### src/rtl/mix_io_pkg.sv
// Shared MIX I/O definitions: character-code translation, transmitter FSM states,
// and word-format constants.
package mix_io_pkg;

  localparam int         MIX_CHARS_PER_WORD = 5;
  localparam logic [7:0] ASCII_BAD          = 8'h3F;

  typedef enum logic [1:0] {IDLE, START, DATA, STOP} tx_state_t;

  // Letters and digits sit in contiguous code runs, so each run is an offset add.
  function automatic logic [7:0] mix2ascii(input logic [5:0] code);
    logic [7:0] c;
    c = ASCII_BAD;
    case (code) inside
      6'd0:            c = 8'h20;
      [6'd1:6'd9]:     c = 8'h40 + {2'b00, code};
      [6'd11:6'd19]:   c = 8'h3F + {2'b00, code};
      [6'd22:6'd29]:   c = 8'h3D + {2'b00, code};
      [6'd30:6'd39]:   c = 8'h12 + {2'b00, code};
      6'd40:           c = 8'h2E;
      6'd41:           c = 8'h2C;
      6'd42:           c = 8'h28;
      6'd43:           c = 8'h29;
      6'd44:           c = 8'h2B;
      6'd45:           c = 8'h2D;
      6'd46:           c = 8'h2A;
      6'd47:           c = 8'h2F;
      6'd48:           c = 8'h3D;
      6'd49:           c = 8'h24;
      6'd50:           c = 8'h3C;
      6'd51:           c = 8'h3E;
      6'd52:           c = 8'h40;
      6'd53:           c = 8'h3B;
      6'd54:           c = 8'h3A;
      6'd55:           c = 8'h27;
      default:         c = ASCII_BAD;
    endcase
    return c;
  endfunction

endpackage

### src/rtl/word_fifo.sv
// Synchronous FIFO with registered full/empty flags. A push while full is
// accepted only when a pop happens in the same cycle.
module word_fifo #(
  parameter int WIDTH = 31,
  parameter int DEPTH = 4
) (
  input  logic             clk,
  input  logic             reset,
  input  logic             push,
  input  logic [WIDTH-1:0] push_data,
  input  logic             pop,
  output logic [WIDTH-1:0] pop_data,
  output logic             full,
  output logic             empty
);

  localparam int             AW       = $clog2(DEPTH);
  localparam logic [AW:0]    CNT_LAST = (AW+1)'(DEPTH - 1);
  localparam logic [AW:0]    CNT_ONE  = (AW+1)'(1);

  logic [WIDTH-1:0] mem [DEPTH];
  logic [AW-1:0]    wr_ptr;
  logic [AW-1:0]    rd_ptr;
  logic [AW:0]      count;
  logic             do_push;
  logic             do_pop;

  assign do_pop   = pop & ~empty;
  assign do_push  = push & (~full | do_pop);
  assign pop_data = mem[rd_ptr];

  always_ff @(posedge clk) begin
    if (do_push) mem[wr_ptr] <= push_data;
  end

  always_ff @(posedge clk) begin
    if (reset) begin
      wr_ptr <= '0;
      rd_ptr <= '0;
      count  <= '0;
      full   <= 1'b0;
      empty  <= 1'b1;
    end else begin
      if (do_push) wr_ptr <= wr_ptr + 1'b1;
      if (do_pop)  rd_ptr <= rd_ptr + 1'b1;
      case ({do_push, do_pop})
        2'b10: begin
          count <= count + 1'b1;
          empty <= 1'b0;
          full  <= (count == CNT_LAST);
        end
        2'b01: begin
          count <= count - 1'b1;
          full  <= 1'b0;
          empty <= (count == CNT_ONE);
        end
        default: ;
      endcase
    end
  end

endmodule

### src/rtl/mix_char_tx.sv
// MIX word FIFO feeding a MIX-to-ASCII 8N1 UART transmitter.
// Define MIX_CHAR_TX_CRLF_EN to append CR/LF after words flagged word_last.
module mix_char_tx
  import mix_io_pkg::*;
#(
  parameter int BAUD_DIV   = 217,
  parameter int FIFO_DEPTH = 4
) (
  input  logic        clk,
  input  logic        reset,
  input  logic        word_valid,
  output logic        word_ready,
  input  logic [29:0] word_data,
  input  logic        word_last,
  output logic        tx,
  output logic        busy
);

  // state | meaning
  // IDLE  | line idle; loads the FIFO head into work when one is waiting
  // START | start bit (line low) for char char_idx
  // DATA  | 8 data bits, LSB first, shifted out of shreg
  // STOP  | stop bit (line high); then next char or back to IDLE

  localparam int            BW        = (BAUD_DIV > 1) ? $clog2(BAUD_DIV) : 1;
  localparam logic [BW-1:0] BAUD_LAST = BW'(BAUD_DIV - 1);
  localparam logic [2:0]    LAST_CHAR = 3'(MIX_CHARS_PER_WORD - 1);

`ifdef MIX_CHAR_TX_CRLF_EN
  localparam int FW = 31;
`else
  localparam int FW = 30;
`endif

  logic [FW-1:0] fifo_din;
  logic [FW-1:0] fifo_dout;
  logic          fifo_full;
  logic          fifo_empty;
  logic          push;
  logic          pop;

  tx_state_t     state;
  logic [BW-1:0] baud_cnt;
  logic          baud_wrap;
  logic [2:0]    bit_idx;
  logic [2:0]    char_idx;
  logic [2:0]    final_idx;
  logic [29:0]   work;
  logic [7:0]    shreg;
  logic [5:0]    code;
  logic [7:0]    cur_byte;
  logic          tx_next;

`ifdef MIX_CHAR_TX_CRLF_EN
  logic work_last;
  assign fifo_din  = {word_last, word_data};
  assign final_idx = work_last ? (LAST_CHAR + 3'd2) : LAST_CHAR;
`else
  logic unused_last;
  assign unused_last = word_last;
  assign fifo_din    = word_data;
  assign final_idx   = LAST_CHAR;
`endif

  assign word_ready = ~fifo_full & ~reset;
  assign push       = word_valid & word_ready;
  assign pop        = (state == IDLE) & ~fifo_empty;
  assign busy       = ~fifo_empty | (state != IDLE);
  assign baud_wrap  = (baud_cnt == BAUD_LAST);

  word_fifo #(
    .WIDTH (FW),
    .DEPTH (FIFO_DEPTH)
  ) u_fifo (
    .clk       (clk),
    .reset     (reset),
    .push      (push),
    .push_data (fifo_din),
    .pop       (pop),
    .pop_data  (fifo_dout),
    .full      (fifo_full),
    .empty     (fifo_empty)
  );

  always_comb begin
    code = work[29:24];
    case (char_idx)
      3'd1:    code = work[23:18];
      3'd2:    code = work[17:12];
      3'd3:    code = work[11:6];
      3'd4:    code = work[5:0];
      default: code = work[29:24];
    endcase
    case (char_idx)
      3'd5:    cur_byte = 8'h0D;
      3'd6:    cur_byte = 8'h0A;
      default: cur_byte = mix2ascii(code);
    endcase
  end

  always_comb begin
    tx_next = 1'b1;
    case (state)
      START:   tx_next = 1'b0;
      DATA:    tx_next = shreg[0];
      default: tx_next = 1'b1;
    endcase
  end

  // The shifter is loaded at the end of START, when char_idx is stable.
  always_ff @(posedge clk) begin
    if (reset) begin
      state    <= IDLE;
      baud_cnt <= '0;
      bit_idx  <= '0;
      char_idx <= '0;
      tx       <= 1'b1;
    end else begin
      tx <= tx_next;
      if (state == IDLE) begin
        baud_cnt <= '0;
        if (!fifo_empty) begin
          work     <= fifo_dout[29:0];
`ifdef MIX_CHAR_TX_CRLF_EN
          work_last <= fifo_dout[30];
`endif
          char_idx <= '0;
          state    <= START;
        end
      end else begin
        baud_cnt <= baud_wrap ? '0 : baud_cnt + 1'b1;
        if (baud_wrap) begin
          case (state)
            START: begin
              shreg   <= cur_byte;
              bit_idx <= '0;
              state   <= DATA;
            end
            DATA: begin
              shreg <= {1'b0, shreg[7:1]};
              if (bit_idx == 3'd7) state <= STOP;
              else bit_idx <= bit_idx + 1'b1;
            end
            STOP: begin
              if (char_idx == final_idx) begin
                state <= IDLE;
              end else begin
                char_idx <= char_idx + 1'b1;
                state    <= START;
              end
            end
            default: state <= IDLE;
          endcase
        end
      end
    end
  end

endmodule

### config.mk
export PLATFORM = sky130hd
export DESIGN_NAME = mix_char_tx
export DESIGN_NICKNAME = d
export VERILOG_FILES = /design/src/rtl/mix_io_pkg.sv /design/src/rtl/word_fifo.sv /design/src/rtl/mix_char_tx.sv
export SDC_FILE = /design/constraint.sdc
export NUM_CORES = 1
export LEC_CHECK = 0
export ABC_AREA = 0
export BUFFER_PORTS_ARGS = -buffer_cell sky130_fd_sc_hd__buf_2
export CAP_MARGIN = 20
export CORE_ASPECT_RATIO = 0.6
export CORE_UTILIZATION = 65
export CTS_BUF_LIST = sky130_fd_sc_hd__clkbuf_8
export DETAILED_ROUTE_END_ITERATION = 7
export PLACE_DENSITY = 0.84
export SKIP_LAST_GASP = 1
export SYNTH_ARGS = -nofsm -noshare
export SYNTH_HDL_FRONTEND = slang
export SYNTH_HIERARCHICAL = 1
export SYNTH_SLANG_ARGS = --single-unit
export TNS_END_PERCENT = 5
### constraint.sdc
create_clock -name clk -period 6.4 [get_ports clk]
set_input_delay 1.28 -clock clk [delete_from_list [all_inputs] [get_ports clk]]
set_output_delay 1.28 -clock clk [all_outputs]
set_load 0.01 [all_outputs]
Yosys cells after proc, flatten, opt, wreduce, memory -nomap -nowiden

Memories as Yosys holds them, arrays and structs flattened. A register that Yosys moved wholly into a read port is not among the register bits.
Cells that the tools add are included.

Latch bits: 0
RAM bits: 120
Memories kept: 1
Memory bits (read-only): 0
Bits of input ports: 34
Word-level logic and storage cells: 137
Register bits: 34

Memory list:

| name       | depth | bits a word | read ports | clocked after memory_dff | wr ports | line            | text |
|---|---|---|---|---|---|---|---|
| u_fifo.mem | 4     | 30          | 1          | 1                        | 1        | word_fifo.sv:21 | `logic [WIDTH-1:0] mem [DEPTH];` |

Shift operators: 0
Divide/modulo/power cells: 0
Reductions and logical operators: 17
Eq/ne operators: 35
Add/sub/neg operators: 11
Multiplexer cells: 43
Magnitude comparators: 8
$mul: 0
Bitwise logic cells: 11

Operators by type and width:

| kind                  | count |
|---|---|
| $eq A6 B6 Y1 const B  | 16 |
| $mux W7               | 13 |
| $mux W8               | 5 |
| $pmux W8 S2           | 2 |
| $pmux W6 S4           | 1 |
| $mux W3               | 6 |
| $mux W5               | 3 |
| $add A6 B6 Y7 const A | 2 |
| $eq A3 B3 Y1 const B  | 4 |
| $ge A6 B5 Y1 const B  | 2 |
| $le A6 B5 Y1 const B  | 2 |
| $pmux W3 S2           | 2 |
| $reduce_and A4 Y1     | 3 |
| $reduce_bool A2 Y1    | 5 |
| $add A3 B1 Y3 const B | 3 |
| $eq A3 B2 Y1 const B  | 3 |
| $add A7 B6 Y8 const A | 1 |
| $add A8 B1 Y8 const B | 1 |
| $eq A8 B8 Y1 const B  | 1 |
| $mux W2               | 4 |
| $add A5 B6 Y7 const A | 1 |
| $eq A2 B2 Y1 const B  | 3 |
| $eq A3 B1 Y1 const B  | 2 |
| $ge A6 B1 Y1 const B  | 1 |
| other kinds (19)      | 39 |

Logic depth before layout (Yosys ltp)

Gate-level depths: netlist of run 1.

Depth after elaboration: 26
Gate-level depth with buffers: 18

Modules after synthesis

The synthesis of run 1 kept the hierarchy.

Modules (own cells, without submodules):

| module      | seq. area each (um2) | cells each | area each (um2) | instances |
|---|---|---|---|---|
| word_fifo   | 3,823.7              | 224        | 4,943.5         | 1 |
| mix_char_tx | 1,451.4              | 333        | 3,377.0         | 1 |

Worst setup path after synthesis of run 1

Ideal clock, no wire load.

Path type: reg-to-reg
Start point: register char_idx[0]
End point: register shreg[1], data pin
Library setup time: 0.263 ns
Arrival time: 3.402 ns
Data required time: 6.137 ns
Cell stages (with the launch flop): 16
Slack: 2.735 ns
Cell sequence: dfxtp_1 > inv_1 > ha_1 > or4_4 > buf_6 > and2_4 > buf_6 > mux2i_4 > inv_2 > ha_1 > clkbuf_1 > nor2_1 > a221oi_4 > nor2_1 > a221oi_1 > a21oi_1

Longest elaborated chain between the ends: 25
Elaborated cells on any way between the ends: 61

RTL lines:

| element                                    | line               | text |
|---|---|---|
| from (decl)                                | mix_char_tx.sv:46  | `logic [2:0] char_idx;` |
| from (signal assigned)                     | mix_char_tx.sv:148 | `char_idx <= char_idx + 1'b1;` |
| $eq A3 B3 Y1, or another cell as far along | mix_char_tx.sv:87  | `case (char_idx)` |
| $pmux W6 S4                                | mix_char_tx.sv:87  |  |
| $eq A6 B6 Y1                               | mix_char_tx.sv:97  | `default: cur_byte = mix2ascii(code);` |
| $mux W5 (2 in series)                      | mix_io_pkg.sv:14   | `case (code) inside` |
| $mux W7 (13 in series)                     | mix_io_pkg.sv:14   |  |
| $mux W8 (5 in series)                      | mix_io_pkg.sv:14   |  |
| $pmux W8 S2 (*)                            | mix_char_tx.sv:94  | `case (char_idx)` |
| $pmux W8 S2 (*)                            | mix_char_tx.sv:133 | `case (state)` |
| to (signal assigned)                       | mix_char_tx.sv:135 | `shreg <= cur_byte;` |
| to (signal assigned)                       | mix_char_tx.sv:140 | `shreg <= {1'b0, shreg[7:1]};` |
| to (decl)                                  | mix_char_tx.sv:49  | `logic [7:0] shreg;` |

Mark *: on every way between the ends. The rest lies on a longest branch, timed or not.
A chain may end at the register's enable or synchronous reset.

Worst setup path in the final report of run 1

Start point: register char_idx[2]
End point: register shreg[3], data pin

Longest elaborated chain between the ends: 26
Elaborated cells on any way between the ends: 63

RTL lines:

| element                                    | line |
|---|---|
| $eq A3 B3 Y1, or another cell as far along | mix_char_tx.sv:87 |
| $pmux W6 S4                                | mix_char_tx.sv:87 |
| $eq A6 B6 Y1                               | mix_char_tx.sv:97 |
| $mux W5 (3 in series)                      | mix_io_pkg.sv:14 |
| $mux W7 (13 in series)                     | mix_io_pkg.sv:14 |
| $mux W8 (5 in series)                      | mix_io_pkg.sv:14 |
| $pmux W8 S2 (*)                            | mix_char_tx.sv:94 |
| $pmux W8 S2 (*)                            | mix_char_tx.sv:133 |

Marked as above.

==> run metrics, run 1 <==
status=finished clean; Routed WL per cell=~22 um; drt drc=0; Num CTS Buffers=17; Area Growth Syn to Fin=8.41%; final cycle utilization of the critical path=70.9%; antenna cells=0; IO buf count=35; first-pass iteration count of the detailed router=5; Mapped Avg Cell Area=14.9 um2; CTS tree=yes; Fmax=220 MHz; first-pass GRT wire length=around 26,000 um; Root Driver=clkbuf_8; CP arrival=4750 ps; CP Max Fanout=20; post-route insts no fill=roughly 770; Setup violations, final=0; final slew viol count=0; register area=0.00528 mm2; CP top delay family=compound AO/OA/AOI/OAI gates; routability cong.=0.937; Post-synth EDFFs=approximately 160; TNS Setup=0 ps; sequential share of the synthesized area=between 60 and 70%; Vias=between 5k and 6k; fin util=73.6%; Core Area=around 0.012 mm2; worst-path cell chain=inv_1 -> ha_1 -> a32oi_1 -> o21ai_0 -> a21oi_2 -> inv_1 -> ha_1 -> a211oi_1 -> o21ai_0 -> a2111oi_0 -> a2111oi_0 -> o311ai_1 -> a31oi_1; CTS sink cnt=around 190; metal3 WL=approximately 1200 um; final setup margin=between 1500 and 2000 ps; uppermost layer routed=met4; CTS resizes=0; Post-Syn Instances=between 500 and 600; Initial Util=67.9%; postcts setup bufs=0; pre-CTS setup slack=2070 ps; Synthesis Warnings=6; footprint of the multi-input gates=around 0.0028 mm2; CP peak stage delay=between 700 and 800 ps; placed cells=733; Worst setup SP type=flip-flop; Critical Path Slowest Stage Cell=dfxtp_1; fin nets=~650; GRT overflow=0; Distinct cells, synth=76; Reg2Reg Depth=13; pin slew with the least headroom to its limit=between 800 and 900 ps; Clock Tree Buf Depth=2; FFs w/ async S/R, synth=0%; Core Rows=31; gr usage total=between 20% and 30%; max-cap check violation count=0; unrepaired setup endpoints after global routing=false; largest net degree at the start of global routing=31; Slew HR=40.7%; wire length on met2=a little under 8000 um; post-route antenna net violation count=0; vias in the first global route=about 4.8k; hold path cells=2; flop and latch count out of synthesis=between 150 and 200; die width=roughly 150 um; initial antenna violation count=0; synthesized cell area=~0.0083 mm2; die area=between 0.01 and 0.015 mm2; Fin. Hold Viols=0; Pleak=around 3.0 nW; ratio of cells with drive above 1 in the final layout=21.6%; Crit Path Category=flip-flop to flip-flop; Die Ht=approximately 90 um; drt initial violations=462; Worst-path clk slew=about 120 ps; CTS Hold Bufs=0; Hold WC Path Type=flip-flop to flip-flop; Vias per Instance=around 6.5; IO Count=37; PwrDens=roughly 330 mW/mm2; M1 wire length=~7300 um; instance count on the critical path=13; post-layout min period=roughly 4500 ps; Peak VDD IR=0.000167 V; WP data required=roughly 6600 ps; top_reg_cell synth=edfxtp_1; H-tree Lvls=4; DPL Wire Length=10,900 um; clock latency on the worst-skew pair=460 ps; syn nets=between 600 and 700; Setup Skew=19.1 ps; Crit path buffers/inverters=2; Hold Slack=between 400 and 500 ps; Routed WL=around 17,000 um; # fillers=between 700 and 800; Critical Path End Type=flip-flop
[synthesized netlist by cell type (all sizes together) (3+ instances only)]
cell type	n	area share, %
a2111oi	3	0.32
a211oi	4	0.42
a21oi	20	1.2
a221oi	3	0.53
a22o	3	0.32
a22oi	11	0.99
a31oi	8	0.68
a32oi	4	0.42
and2	7	0.56
and3	4	0.30
buf	14	1.4
clkbuf	12	0.54
dfxtp	28	6.7
edfxtp	157	57
ha	32	4.8
inv	22	0.99
mux2	3	0.45
mux2i	5	0.75
mux4	30	8.1
nand2	28	1.3
nand2b	8	0.60
nand3	13	0.78
nor2	42	1.9
nor2b	5	0.47
nor3	7	0.42
o211ai	4	0.36
o21a	3	0.36
o21ai	21	1.3
o31a	3	0.32
o31ai	4	0.59
or3	5	0.38
or4	3	0.32
xnor2	4	0.42
xor2	6	0.63
[placed cells by master (no fill, tap or decap), types with 4 or more instances in the layout]
cell | Yosys | final
a21oi_1 | 19 | 19
a22oi_1 | 11 | 11
a31oi_1 | 7 | 7
a32oi_1 | 4 | 4
and2_2 | 0 | 4
and3_1 | 4 | 4
buf_2 | 7 | 35
clkbuf_8 | 0 | 17
clkinv_8 | 0 | 6
dfxtp_1 | 28 | 26
edfxtp_1 | 157 | 157
ha_1 | 32 | 32
inv_1 | 20 | 20
inv_8 | 0 | 4
mux2i_1 | 4 | 4
mux4_2 | 30 | 30
nand2_1 | 27 | 27
nand2b_1 | 8 | 8
nand3_1 | 13 | 13
nor2_1 | 41 | 41
nor3_1 | 7 | 7
o211ai_1 | 4 | 4
o21ai_0 | 18 | 18
or3_1 | 5 | 5
xnor2_1 | 4 | 4
xor2_1 | 6 | 6
[cells by family (layout without fill, tap and decap cells)]
| logic type | count (synthesis) | after routing | share of synthesized area [%] |
|---|---|---|---|
| compound gates | 115 | 115 | 10.9 |
| xor+xnor | 10 | 10 | 1.05 |
| fa+ha+maj | 32 | 32 | 4.81 |
| buf+inv | 48 | 92 | 2.90 |
| flops | 185 | 185 | 63.4 |
| simple gates | 129 | 129 | 7.61 |
| mux | 38 | 38 | 9.32 |
[registers in the layout (all words and copies together) (netlist names), named ones only]
register and count:
baud_cnt 8, bit_idx 3, char_idx 3, shreg 7
state 2, tx 1, u_fifo/count 3, u_fifo/empty 1
u_fifo/full 1, u_fifo/mem 120, u_fifo/rd_ptr 2, u_fifo/wr_ptr 2
work 30
[worst min-delay path, cell delays in order, from the launching register on]
cell and delay [ps]:
dfxtp_1 330, nand2b_1 70, o32ai_1 60
[metrics by stage]
stage	area, um2	power [mW]
6_report	9020	2.94
5_1_grt	9020	3.06
4_1_cts	9000	2.93
3_5_place_dp	8570	2.13
3_3_place_gp	8570	2.10
2_1_floorplan	8320	1.98
[per-layer routing]
layer	vias up	global-route usage [%]
li1	2238	-
met1	2483	36.6
met2	248	42.8
met3	41	5.96
met4	0	11.8
met5	-	0
[worst paths after layout]
| check | startpoint | to | slack [ps] |
|---|---|---|---|
| worst max-delay path | char_idx[2] | shreg[3] | 1860 |
| worst min-delay path | u_fifo/count[2] | u_fifo/count[2] | 500 |
| worst max register to register | char_idx[2] | shreg[3] | 1860 |
| worst min register to register | u_fifo/count[2] | u_fifo/count[2] | 500 |
[area by class of cell]
| cell class | count | share of cell area, % |
|---|---|---|
| Timing Repair Buffer | 38 | 2.33 |
| Multi-Input combinational cell | 324 | 31.2 |
| Inverter | 22 | 0.916 |
| Clock inverter | 15 | 2.19 |
| Sequential cell | 185 | 58.5 |
| Clock buffer | 17 | 2.59 |
| Tap cell | 165 | 2.29 |
[where the power goes]
group	internal [mW]	switching, mW	leakage (nW)	total [mW]
clock network	0.309	0.508	0.215	0.816
registers	1.38	0.0288	1.65	1.40
logic	0.270	0.452	1.11	0.722
Note: power is estimated with default switching activity, not from simulation.
==> inputs of run 2 (changes only) <==
ABC_AREA = 1   (was 0)
CORE_UTILIZATION = 58   (was 65)
PLACE_DENSITY = 0.79   (was 0.84)
clock period = 3.9 ns   (was 6.4 ns; I/O delays follow)
==> run 2 against run 1 <==
  * Setup slack worse by 1300 ps
  * Sequential power up 71%
  * Via count rose by 18%
  * Synthesized area rose by 2.2%
  * Critical path type unchanged
  * Critical endpoint is now shreg[0]
  * Largest power group is now combinational cells
  * Highest routed layer unchanged
==> run metrics, run 2 <==
TNS Setup=0 ps (unchanged); Synth top area share=55.4% (-1.2 points); flop and latch count out of synthesis=185 (unchanged); first-pass iteration count of the detailed router=4 (-1); CTS tree=yes; Pleak=3.57 nW (+20%); placed cells=1,008 (+38%); synthesized cell area=0.00851 mm2 (+2.2%); Distinct cells, synth=37 (-51%); vias in the first global route=5,701 (+18%); WP data required=4190 ps (-2420 ps); CP arrival=3650 ps (-1100 ps); gr usage total=25.2% (-1.6 points); first-pass GRT wire length=28,400 um (+9.2%); drt initial violations=479 (+3.7%); Initial Util=60.8% (-7.1 points); max-cap check violation count=0 (unchanged); Peak VDD IR=0.000418 V (+150%); Root Driver=clkbuf_8; final slew viol count=0 (unchanged); Area Growth Syn to Fin=8.63%; H-tree Lvls=4 (unchanged); Setup violations, final=0 (unchanged); Slew HR=28.9% (-12 points); IO Count=37 (unchanged); Synthesis Warnings=6 (unchanged); Worst setup SP type=flip-flop; antenna cells=0 (unchanged); Routed WL per cell=17.1 um (-22%); pin slew with the least headroom to its limit=1070 ps (+200 ps); Core Rows=33 (+6.5%); sequential share of the synthesized area=62.0% (-1.4 points); Fmax=297 MHz (+35%); initial antenna violation count=0 (unchanged); FFs w/ async S/R, synth=0% (unchanged); postcts setup bufs=0 (unchanged); post-layout min period=3370 ps (-1170 ps); synth cell count leaders=157 x edfxtp_1, 122 x nand2_1, 120 x nor2_1, 62 x inv_1, 46 x o21ai_0; PwrDens=736 mW/mm2 (+130%); Worst-path clk slew=110 ps (about the same); Clock Tree Buf Depth=2 (unchanged); Core Area=0.0140 mm2 (+14%); most common cell after layout, fill and taps aside=edfxtp_1; Fin. Hold Viols=0 (unchanged); routability cong.=0.931 (-0.68%); # fillers=1,030 (+39%); Post-Syn Instances=796 (+43%); IO buf count=35 (unchanged); Post-synth EDFFs=157 (unchanged); total power=6.81 mW (+130%); Mapped Avg Cell Area=10.7 um2 (-28%); CTS resizes=0 (unchanged); final cycle utilization of the critical path=86.3% (+15 points); Routed WL=17,800 um (+5.9%); CP Max Fanout=14 (-30%); Setup Skew=15.7 ps (-3.34 ps); Critical Path End Type=flip-flop; max reg flops=120 (unchanged); most frequent cells in the layout=157 x edfxtp_1, 122 x nand2_1, 116 x nor2_1; GRT overflow=0 (unchanged); clock latency on the worst-skew pair=460 ps (about the same); top post-synthesis cells by area=edfxtp_1 55%, dfxtp_1 6.6%, nand2_1 5.4%; post-route insts no fill=1,040 (+36%); Num CTS Buffers=17 (unchanged); leading area contributor after synthesis=edfxtp_1; Vias per Instance=5.71 (-13%); Vias=5,935 (+18%); top-count cell post-synth=edfxtp_1; syn nets=862 (+38%); DPL Wire Length=11,700 um (+7.0%); unrepaired setup endpoints after global routing=false; post-route antenna net violation count=0 (unchanged); ratio of cells with drive above 1 in the final layout=14.2% (-7.5 points); largest net degree at the start of global routing=61 (+97%); die area=0.0152 mm2 (+14%); status=finished clean; Hold WC Path Type=flip-flop to flip-flop; die width=158 um (+6.9%); fin nets=901 (+38%); Reg with most FFs=u_fifo/mem; CTS Hold Bufs=0 (unchanged); drt drc=0 (unchanged); Crit Path Category=flip-flop to flip-flop; CTS sink cnt=185 (unchanged); Die Ht=95.8 um (+6.9%); top_reg_cell synth=edfxtp_1; Largest regs=u_fifo/mem: 120 flops, work: 30 flops, baud_cnt: 8 flops
run 2: worst paths after layout:
check | end | from | slack (ps) | cells after the start
hold reg to reg | bit_idx[1] | bit_idx[1] | 480 | 2
hold / removal | bit_idx[1] | bit_idx[1] | 480 | 2
setup reg to reg | shreg[0] | char_idx[0] | 530 | 22
setup / recovery | shreg[0] | char_idx[0] | 530 | 22
run 2: kinds of logic (layout without fill, tap and decap cells):
kind of cell,Yosys count,after routing,share of synthesized area (%)
flip-flops,185,185,62.0
AO/OA/AOI/OAI,157,157,10.6
adder cells (fa/ha/maj),32,32,4.71
XOR/XNOR,9,9,0.927
AND/OR/NAND/NOR,318,318,16.1
buffers and inverters,95,147,5.65
run 2: stage by stage:
step           util, %  hold slack (ps)  worst slack [ps]  instance area (um2)
6_report          66.0              480               534                 9240
3_5_place_dp      62.9              466               636                 8800
4_1_cts           66.0              482               556                 9240
3_3_place_gp      62.9              457               724                 8800
5_1_grt           66.0              492               235                 9240
2_1_floorplan        -              429               345                 8510
run 2: layout make-up:
cell class	instances	area [um2]	share of cell area, %
clock buffer	17	234	2.53
clock inverter	15	204	2.21
inverter	70	270	2.92
multi-input combinational	516	2770	29.9
sequential	185	5280	57.1
tap	192	240	2.60
timing repair buffer	45	250	2.71
run 2: worst max-delay path, cell delays in order (launching register included):
cell and delay (ps):
dfxtp_1 390, inv_1 110, ha_1 330, o21ai_4 280, nand2_4 170, nand2_1 110
o21ai_1 80, inv_1 220, ha_1 370, inv_1 180, nand3_1 120, nor2_1 40
nor2_1 100, nand2_1 60, nand2_1 60, nand2_1 50, nand2_1 60, nand2_1 60
nand2_1 60, nand2_1 50, nand2_1 60, nand2_1 40, a21oi_1 190
run 2: metal layers:
metal  track usage [%]  vias to the layer above  part of all wire, %  wire, um
met2              40.1                      222                   46      8220
met3              5.63                       21                  6.9      1240
met1              35.4                     2856                   46      8190
li1                  -                     2836                    -         -
met4              6.33                        0                  1.0       184
met5                 0                        -                    0         0
run 2: where the power goes:
| part | total, mW | leakage (nW) | internal (mW) | switching, mW |
|---|---|---|---|---|
| Combinational | 3.04 | 1.70 | 0.964 | 2.07 |
| Clock | 1.37 | 0.217 | 0.611 | 0.760 |
| Sequential | 2.40 | 1.65 | 2.33 | 0.0668 |
| Total | 6.81 | 3.57 | 3.91 | 2.90 |
